--- src/rtl/adc_ad4003_ctrl.sv ---
// ----------------------------------------------------------------------------
// adc_ad4003_ctrl
//
// Conversion sequencer for an AD4003 SAR ADC. Each sample period asserts CNV
// for the conversion time, then opens a window that enables the downstream
// 2-channel SDO shift register for ADC_DATA_WIDTH clocks. After a settling
// delay it issues a single-clock data_valid and counts the completed sample.
// Sampling repeats at a fixed period while acq_en stays high.
//
// Parameters
//   ADC_DATA_WIDTH : SDO bits per conversion (length of the reader_en window)
//   CONV_CYCLES    : adc_cnv high time in clocks
//   LATCH_DELAY    : clocks from the last read bit to data_valid (inclusive)
//   PERIOD_CYCLES  : sample period in clocks,
//                    >= CONV_CYCLES + ADC_DATA_WIDTH + LATCH_DELAY
//
// Ports
//   adc_clk    in   system clock, all logic on its rising edge
//   rst        in   synchronous active-high reset
//   acq_en     in   acquisition enable (level)
//   adc_cnv    out  AD4003 CNV drive
//   reader_en  out  SDO shift-register enable window
//   data_valid out  one-clock pulse, shift-register holds a complete sample
//   sample_cnt out  completed-sample count, wraps silently
//   busy       out  high whenever the sequencer is not idle
// ----------------------------------------------------------------------------
module adc_ad4003_ctrl #(
    parameter int ADC_DATA_WIDTH = 18,
    parameter int CONV_CYCLES    = 24,
    parameter int LATCH_DELAY    = 4,
    parameter int PERIOD_CYCLES  = 80
) (
    input  logic        adc_clk,
    input  logic        rst,
    input  logic        acq_en,
    output logic        adc_cnv,
    output logic        reader_en,
    output logic        data_valid,
    output logic [31:0] sample_cnt,
    output logic        busy
);

    localparam int MAX_AB = (ADC_DATA_WIDTH > CONV_CYCLES) ? ADC_DATA_WIDTH : CONV_CYCLES;
    localparam int MAX_CD = (LATCH_DELAY > PERIOD_CYCLES) ? LATCH_DELAY : PERIOD_CYCLES;
    localparam int MAX_P  = (MAX_AB > MAX_CD) ? MAX_AB : MAX_CD;
    localparam int CNT_W  = (MAX_P > 2) ? $clog2(MAX_P) : 1;

    localparam logic [CNT_W-1:0] CONV_LAST   = CNT_W'(CONV_CYCLES - 1);
    localparam logic [CNT_W-1:0] READ_LAST   = CNT_W'(ADC_DATA_WIDTH - 1);
    localparam logic [CNT_W-1:0] LATCH_LAST  = CNT_W'(LATCH_DELAY - 1);
    localparam logic [CNT_W-1:0] PERIOD_LAST = CNT_W'(PERIOD_CYCLES - 1);
    localparam logic             LATCH_ONE   = (LATCH_DELAY == 1);

    typedef enum logic [2:0] {
        ST_IDLE  = 3'd0,
        ST_CONV  = 3'd1,
        ST_READ  = 3'd2,
        ST_LATCH = 3'd3,
        ST_WAIT  = 3'd4
    } state_t;

    state_t             state_r;
    logic [CNT_W-1:0]   period_cnt_r;
    logic [CNT_W-1:0]   phase_r;
    logic               adc_cnv_r;
    logic               reader_en_r;
    logic               data_valid_r;
    logic               busy_r;
    logic [31:0]        sample_cnt_r;

    // Sequencer: state, period/phase counters and all registered outputs.
    always_ff @(posedge adc_clk) begin
        if (rst) begin
            state_r      <= ST_IDLE;
            period_cnt_r <= '0;
            phase_r      <= '0;
            adc_cnv_r    <= 1'b0;
            reader_en_r  <= 1'b0;
            data_valid_r <= 1'b0;
            busy_r       <= 1'b0;
            sample_cnt_r <= 32'd0;
        end else begin
            // data_valid is a strobe; only the edge entering the last LATCH
            // clock raises it.
            data_valid_r <= 1'b0;

            // Period counter is frozen at 0 while idle so the first CONV clock
            // of every acquisition run sits at period offset 0.
            if ((state_r == ST_IDLE) || (period_cnt_r == PERIOD_LAST)) begin
                period_cnt_r <= '0;
            end else begin
                period_cnt_r <= period_cnt_r + CNT_W'(1);
            end

            case (state_r)
                ST_IDLE: begin
                    phase_r     <= '0;
                    reader_en_r <= 1'b0;
                    if (acq_en) begin
                        state_r   <= ST_CONV;
                        adc_cnv_r <= 1'b1;
                        busy_r    <= 1'b1;
                    end else begin
                        adc_cnv_r <= 1'b0;
                        busy_r    <= 1'b0;
                    end
                end

                ST_CONV: begin
                    if (phase_r == CONV_LAST) begin
                        state_r     <= ST_READ;
                        phase_r     <= '0;
                        adc_cnv_r   <= 1'b0;
                        reader_en_r <= 1'b1;
                    end else begin
                        phase_r <= phase_r + CNT_W'(1);
                    end
                end

                ST_READ: begin
                    if (phase_r == READ_LAST) begin
                        state_r     <= ST_LATCH;
                        phase_r     <= '0;
                        reader_en_r <= 1'b0;
                        // A one-clock LATCH is its own last clock.
                        if (LATCH_ONE) begin
                            data_valid_r <= 1'b1;
                            sample_cnt_r <= sample_cnt_r + 32'd1;
                        end else begin
                            data_valid_r <= 1'b0;
                        end
                    end else begin
                        phase_r <= phase_r + CNT_W'(1);
                    end
                end

                ST_LATCH: begin
                    if (phase_r == LATCH_LAST) begin
                        phase_r <= '0;
                        // With a minimum-length period the sample ends exactly
                        // on the period boundary, so WAIT is skipped and the
                        // restart decision is taken here.
                        if (period_cnt_r == PERIOD_LAST) begin
                            if (acq_en) begin
                                state_r   <= ST_CONV;
                                adc_cnv_r <= 1'b1;
                            end else begin
                                state_r <= ST_IDLE;
                                busy_r  <= 1'b0;
                            end
                        end else begin
                            state_r <= ST_WAIT;
                        end
                    end else begin
                        phase_r <= phase_r + CNT_W'(1);
                        if ((phase_r + CNT_W'(1)) == LATCH_LAST) begin
                            data_valid_r <= 1'b1;
                            sample_cnt_r <= sample_cnt_r + 32'd1;
                        end else begin
                            data_valid_r <= 1'b0;
                        end
                    end
                end

                ST_WAIT: begin
                    phase_r <= '0;
                    if (period_cnt_r == PERIOD_LAST) begin
                        if (acq_en) begin
                            state_r   <= ST_CONV;
                            adc_cnv_r <= 1'b1;
                        end else begin
                            state_r <= ST_IDLE;
                            busy_r  <= 1'b0;
                        end
                    end else begin
                        state_r <= ST_WAIT;
                    end
                end

                default: begin
                    state_r      <= ST_IDLE;
                    phase_r      <= '0;
                    adc_cnv_r    <= 1'b0;
                    reader_en_r  <= 1'b0;
                    data_valid_r <= 1'b0;
                    busy_r       <= 1'b0;
                end
            endcase
        end
    end

    assign adc_cnv    = adc_cnv_r;
    assign reader_en  = reader_en_r;
    assign data_valid = data_valid_r;
    assign sample_cnt = sample_cnt_r;
    assign busy       = busy_r;

endmodule
--- config.mk ---
export PLATFORM = sky130hd
export DESIGN_NAME = adc_ad4003_ctrl
export DESIGN_NICKNAME = d
export VERILOG_FILES = /design/src/rtl/adc_ad4003_ctrl.sv
export SDC_FILE = /design/constraint.sdc
export NUM_CORES = 1
export LEC_CHECK = 0
export ABC_AREA = 1
export CAP_MARGIN = 20
export CELL_PAD_IN_SITES_DETAIL_PLACEMENT = 0
export CELL_PAD_IN_SITES_GLOBAL_PLACEMENT = 2
export CORE_MARGIN = 2
export CORE_UTILIZATION = 30
export DETAILED_ROUTE_END_ITERATION = 10
export PLACE_DENSITY = 0.76
export SLEW_MARGIN = 30
export SYNTH_ARGS = -nofsm -noshare
export SYNTH_HDL_FRONTEND = slang
export SYNTH_SLANG_ARGS = --single-unit
--- constraint.sdc ---
create_clock -name adc_clk -period 2.1 [get_ports adc_clk]
set_input_delay 0.21 -clock adc_clk [delete_from_list [all_inputs] [get_ports adc_clk]]
set_output_delay 0.21 -clock adc_clk [all_outputs]
set_load 0.02 [all_outputs]
Word level (Yosys, flattened, before mapping)
Index checks and enable logic that the tools add are counted.

Word-level logic and storage cells: 65. Bits in registers: 53.

Bitwise logic cells: 5. Multiplexer cells: 25. Equal/unequal tests: 13. $add $sub $neg: 3. Reductions and logical operators: 11.

Operators by type and width (count): adder 32 x 1 -> 32 bit, second input constant (1); 2-to-1 mux 7 bit (3); case mux 7 bit (3 select lines) (1); 2-to-1 mux 3 bit (5); case mux 3 bit (5 select lines) (1); adder 7 x 1 -> 7 bit, second input constant (2); equality test 7 x 2 -> 1 bit, second input constant (2); equality test 7 x 5 -> 1 bit, second input constant (2); 2-to-1 mux 1 bit (12); AND reduction 3 bit (3); != test 2 bit, second input constant (4); equality test 7 bit, second input constant (1); equality test 3 x 2 -> 1 bit, second input constant (2); OR reduction 2 bit (3); NOT 1 bit (5); case mux 1 bit (5 select lines) (1); case mux 1 bit (4 select lines) (1); AND reduction 4 bit (1); equality test 3 x 1 -> 1 bit, second input constant (1); equality test 3 bit, second input constant (1); zero test 3 bit (1); case mux 1 bit (3 select lines) (1); OR reduction 3 bit (1); AND reduction 2 bit (1); logical OR 1 bit (1).

Longest topological paths before layout
Depth after elaboration: 4. Mapped depth: 14. Gate-level depth less buffers: 13.

Worst setup path before layout
OpenSTA, ideal clock, no wires.

Path type: register to register. Start point: reg sample_cnt_r[0] (netlist: sample_cnt[0]). End point: reg sample_cnt_r[26] (netlist: sample_cnt[26]). Clock period less this slack: 1706 ps. Slack: 394 ps. Path buffers: 0. Cell stages (with the launch flop): 11. Arrival time: 1574 ps. Cells stage by stage: dfxtp_1 > ha_1 > nand2_1 > nor2_1 > nand2_1 > nor2_1 > nand2_1 > nand2_1 > nand2_1 > nand3_1 > a21oi_1.

Longest elaborated chain between the ends: 1.

Ends and longest elaborated chain: from (decl) (RTL line 69) `logic [31:0] sample_cnt_r;`; from (signal assigned) (RTL line 128) `sample_cnt_r <= sample_cnt_r + 32'd1;`; from (signal assigned) (RTL line 158) `sample_cnt_r <= sample_cnt_r + 32'd1;`; adder 32 x 1 -> 32 bit (RTL line 158).

Every way passes these cells. A chain may end at the register's enable or synchronous reset.

Final worst setup path
Start point: reg sample_cnt_r[1] (netlist: sample_cnt[1]). End point: reg sample_cnt_r[24] (netlist: sample_cnt[24]).

Same word-level chain as after synthesis.

==> impl_metrics.json <==
{
  "ys_seq_elements": 53,
  "die_area_um2": 11700,
  "fmax_mhz": 545,
  "vias": 3232,
  "cp-endpoint": "sample_cnt[24]$_SDFFE_PP0P_",
  "hp-class": "flip-flop to flip-flop",
  "die_h_um": 108,
  "r2r_cells": 8,
  "arrival_ps": 2060,
  "grt_pass1_wl_mm": 15.5,
  "drive_gt1_share_pct": 7.36,
  "port-buffer-count": 38,
  "setup_violations": 0,
  "clkLatencyLatePin_ps": 320,
  "ant_nets": 0,
  "synthArstFlopShare_pct": 0,
  "place_area_um2": 3820,
  "end_kind": "flip-flop",
  "p_leak_nw": 1.43,
  "setup_tns_ps": 0,
  "final_area_um2": 3940,
  "status": "complete, no violations",
  "rows": 37,
  "synth_flop_cell": "dfxtp_1",
  "synth_area_leaders": "dfxtp_1 (33%), nand2_1 (20%), nor2_1 (11%), nand3_1 (6.5%), inv_1 (6.1%)",
  "criticalPathCategory": "flip-flop to flip-flop",
  "worstMarginPinSlew_ps": 383,
  "grt_max_degree": 23,
  "synth.top_cell.area_share_pct": 32.7,
  "routedWlPerCell_um": 13.2,
  "dp_hpwl_mm": 7.25,
  "cp.required_ps": 2320,
  "timing.max_cap.violations": 0,
  "ys_seq_area_share_pct": 32.7,
  "synth_area_um2": 3240,
  "syn_avg_cell_area_um2": 6.21,
  "critPathLaunchType": "flip-flop",
  "reg2reg_slack_ps": 260,
  "vdd_drop_max_uv": 358,
  "gp_congestion": 0.811,
  "synthCells": 522,
  "via_per_inst": 4.57,
  "numClockSinks": 53,
  "synth-edff-count": 0,
  "drv_slew": 0,
  "io_pins": 39,
  "syn_nets": 530,
  "cts_buffers": 5,
  "drt-initial-drc-count": 146,
  "ctsHoldBuffers": 0,
  "synth_largest_area_cell": "dfxtp_1",
  "nNetsFinal": 578,
  "rsz0062_at_grt": "no",
  "clk_pin_slew_ps": 110,
  "powerDensity_nw_per_um2": 567,
  "fin_crit_sh_pct": 87.4,
  "crit_fanout": 5,
  "grt-ovfl-total": 0,
  "cts_tree": "yes",
  "max_slew_margin_pct": 74.2,
  "period_minus_slack_ps": 1840,
  "first_global_vias": 3136,
  "timing.rr.start": "sample_cnt[1]$_SDFFE_PP0P_",
  "cp-startpoint": "sample_cnt[1]$_SDFFE_PP0P_",
  "clockBufferDepth": 2,
  "area_growth_pct": 21.5,
  "fin_skew_ps": 13.4,
  "hold_violations": 0,
  "antenna_found_initial": 0,
  "rr_endpoint": "sample_cnt[24]$_SDFFE_PP0P_",
  "track_usage_pct": 17.0,
  "ys_warn_count": 0,
  "route.detailed.drc": 0,
  "holdCritStartpoint": "reader_en$_SDFFE_PP0P_",
  "final_cell_mix": "nand2_1 (169), nor2_1 (91), inv_1 (53), dfxtp_1 (53), nand3_1 (42)",
  "cts_root_buffer": "clkbuf_8",
  "core_um2": 10400,
  "die_w_um": 108,
  "num_antenna_cells": 0,
  "h-tree-depth": 2,
  "dr.pass1.iters": 4,
  "final_common_cell": "nand2_1",
  "totalWireLength_mm": 9.33,
  "start_util_pct": 31.1,
  "synth_cell_types": 32
}
[routing by layer]
layer	part of all wire, %	wire [um]	track usage, %	vias up
met4	1.1	103	4.12	0
li1	-	-	-	1732
met3	2.8	265	2.95	9
met1	46	4320	20.8	1452
met2	50	4640	31.0	39
met5	0	0	0	-
[stage by stage]
step	std cells	setup slack [ps]	power [mW]	hold WS, ps	utilization, %
finish	707	264	2.23	451	37.8
global route	707	74.7	2.39	492	37.8
CTS	706	98.9	2.28	460	37.5
detailed placement	698	138	1.62	439	36.6
global placement	698	131	1.62	433	36.6
floorplan	522	394	1.45	391	-
[report_power, final]
part	switching [mW]	internal [mW]
sequential	0.0436	1.06
clock	0.397	0.245
combinational	0.312	0.175
[sequential cells by signal, indices dropped and copies added (netlist names)]
register and flops:
adc_cnv 1, busy 1, data_valid 1, period_cnt_r 7
phase_r 7, reader_en 1, sample_cnt 32, state_r 3
[cell type report]
class,instances,area (um^2)
well taps,136,170
inverters,58,218
fillers,1150,6480
clock buffers,5,68.8
flip-flops and latches,53,1060
repair buffers,50,483
clock inverters,3,26.3
multi-input cells,402,1910
[logic make-up after synthesis]
kind of cell / Yosys count / share of synthesized area (%)
and+or+nand+nor: 340 / 45.9
buffers and inverters: 67 / 8.56
DFF: 53 / 32.7
AOI/OAI and AO/OA: 43 / 7.14
xor gates and xnor gates: 14 / 3.78
adders and majority gates: 5 / 1.93
[Yosys cell counts, types with 2 or more instances]
master and count:
xor2_1 10, nand3_1 42, nand3b_1 8, buf_2 3, nor3_1 5, inv_1 53, nor2_4 3, inv_2 4
nand2_1 169, nand2_2 3, o21ai_0 10, clkbuf_1 3, o2111ai_1 2, a21oi_1 27, nor2_2 3, nand2_4 2
nand3_2 3, nand4_1 7, xnor2_1 4, ha_1 5, o21bai_1 2, dfxtp_1 53, nor2_1 92
[how the worst min path moves through the flow]
| stage | end | slack [ps] | cells after the start |
|---|---|---|---|
| after floorplan | phase_r[2]$_SDFF_PP0_ | 390 | 3 |
| after global placement | period_cnt_r[0]$_SDFF_PP0_ | 430 | 1 |
| after detailed placement | period_cnt_r[0]$_SDFF_PP0_ | 440 | 1 |
| after CTS | reader_en$_SDFFE_PP0P_ | 460 | 2 |
| after global routing | period_cnt_r[0]$_SDFF_PP0_ | 490 | 1 |
| final | reader_en$_SDFFE_PP0P_ | 450 | 2 |
[worst max-delay path, cell delays in order, from the launching register on]
cell	delay, ps
dfxtp_1	420
ha_1	220
nand2_1	150
nor2_2	200
nand4_1	280
nor2_1	250
nand3_1	100
nand2_1	80
nor2_1	40
[what timing repair did]
action,CTS,global route
endpoints found under the hold margin,0,0
gates resized for setup,0,2
setup endpoints to repair,0,5
setup buffers,0,1
(Power assumes the default switching activity.)
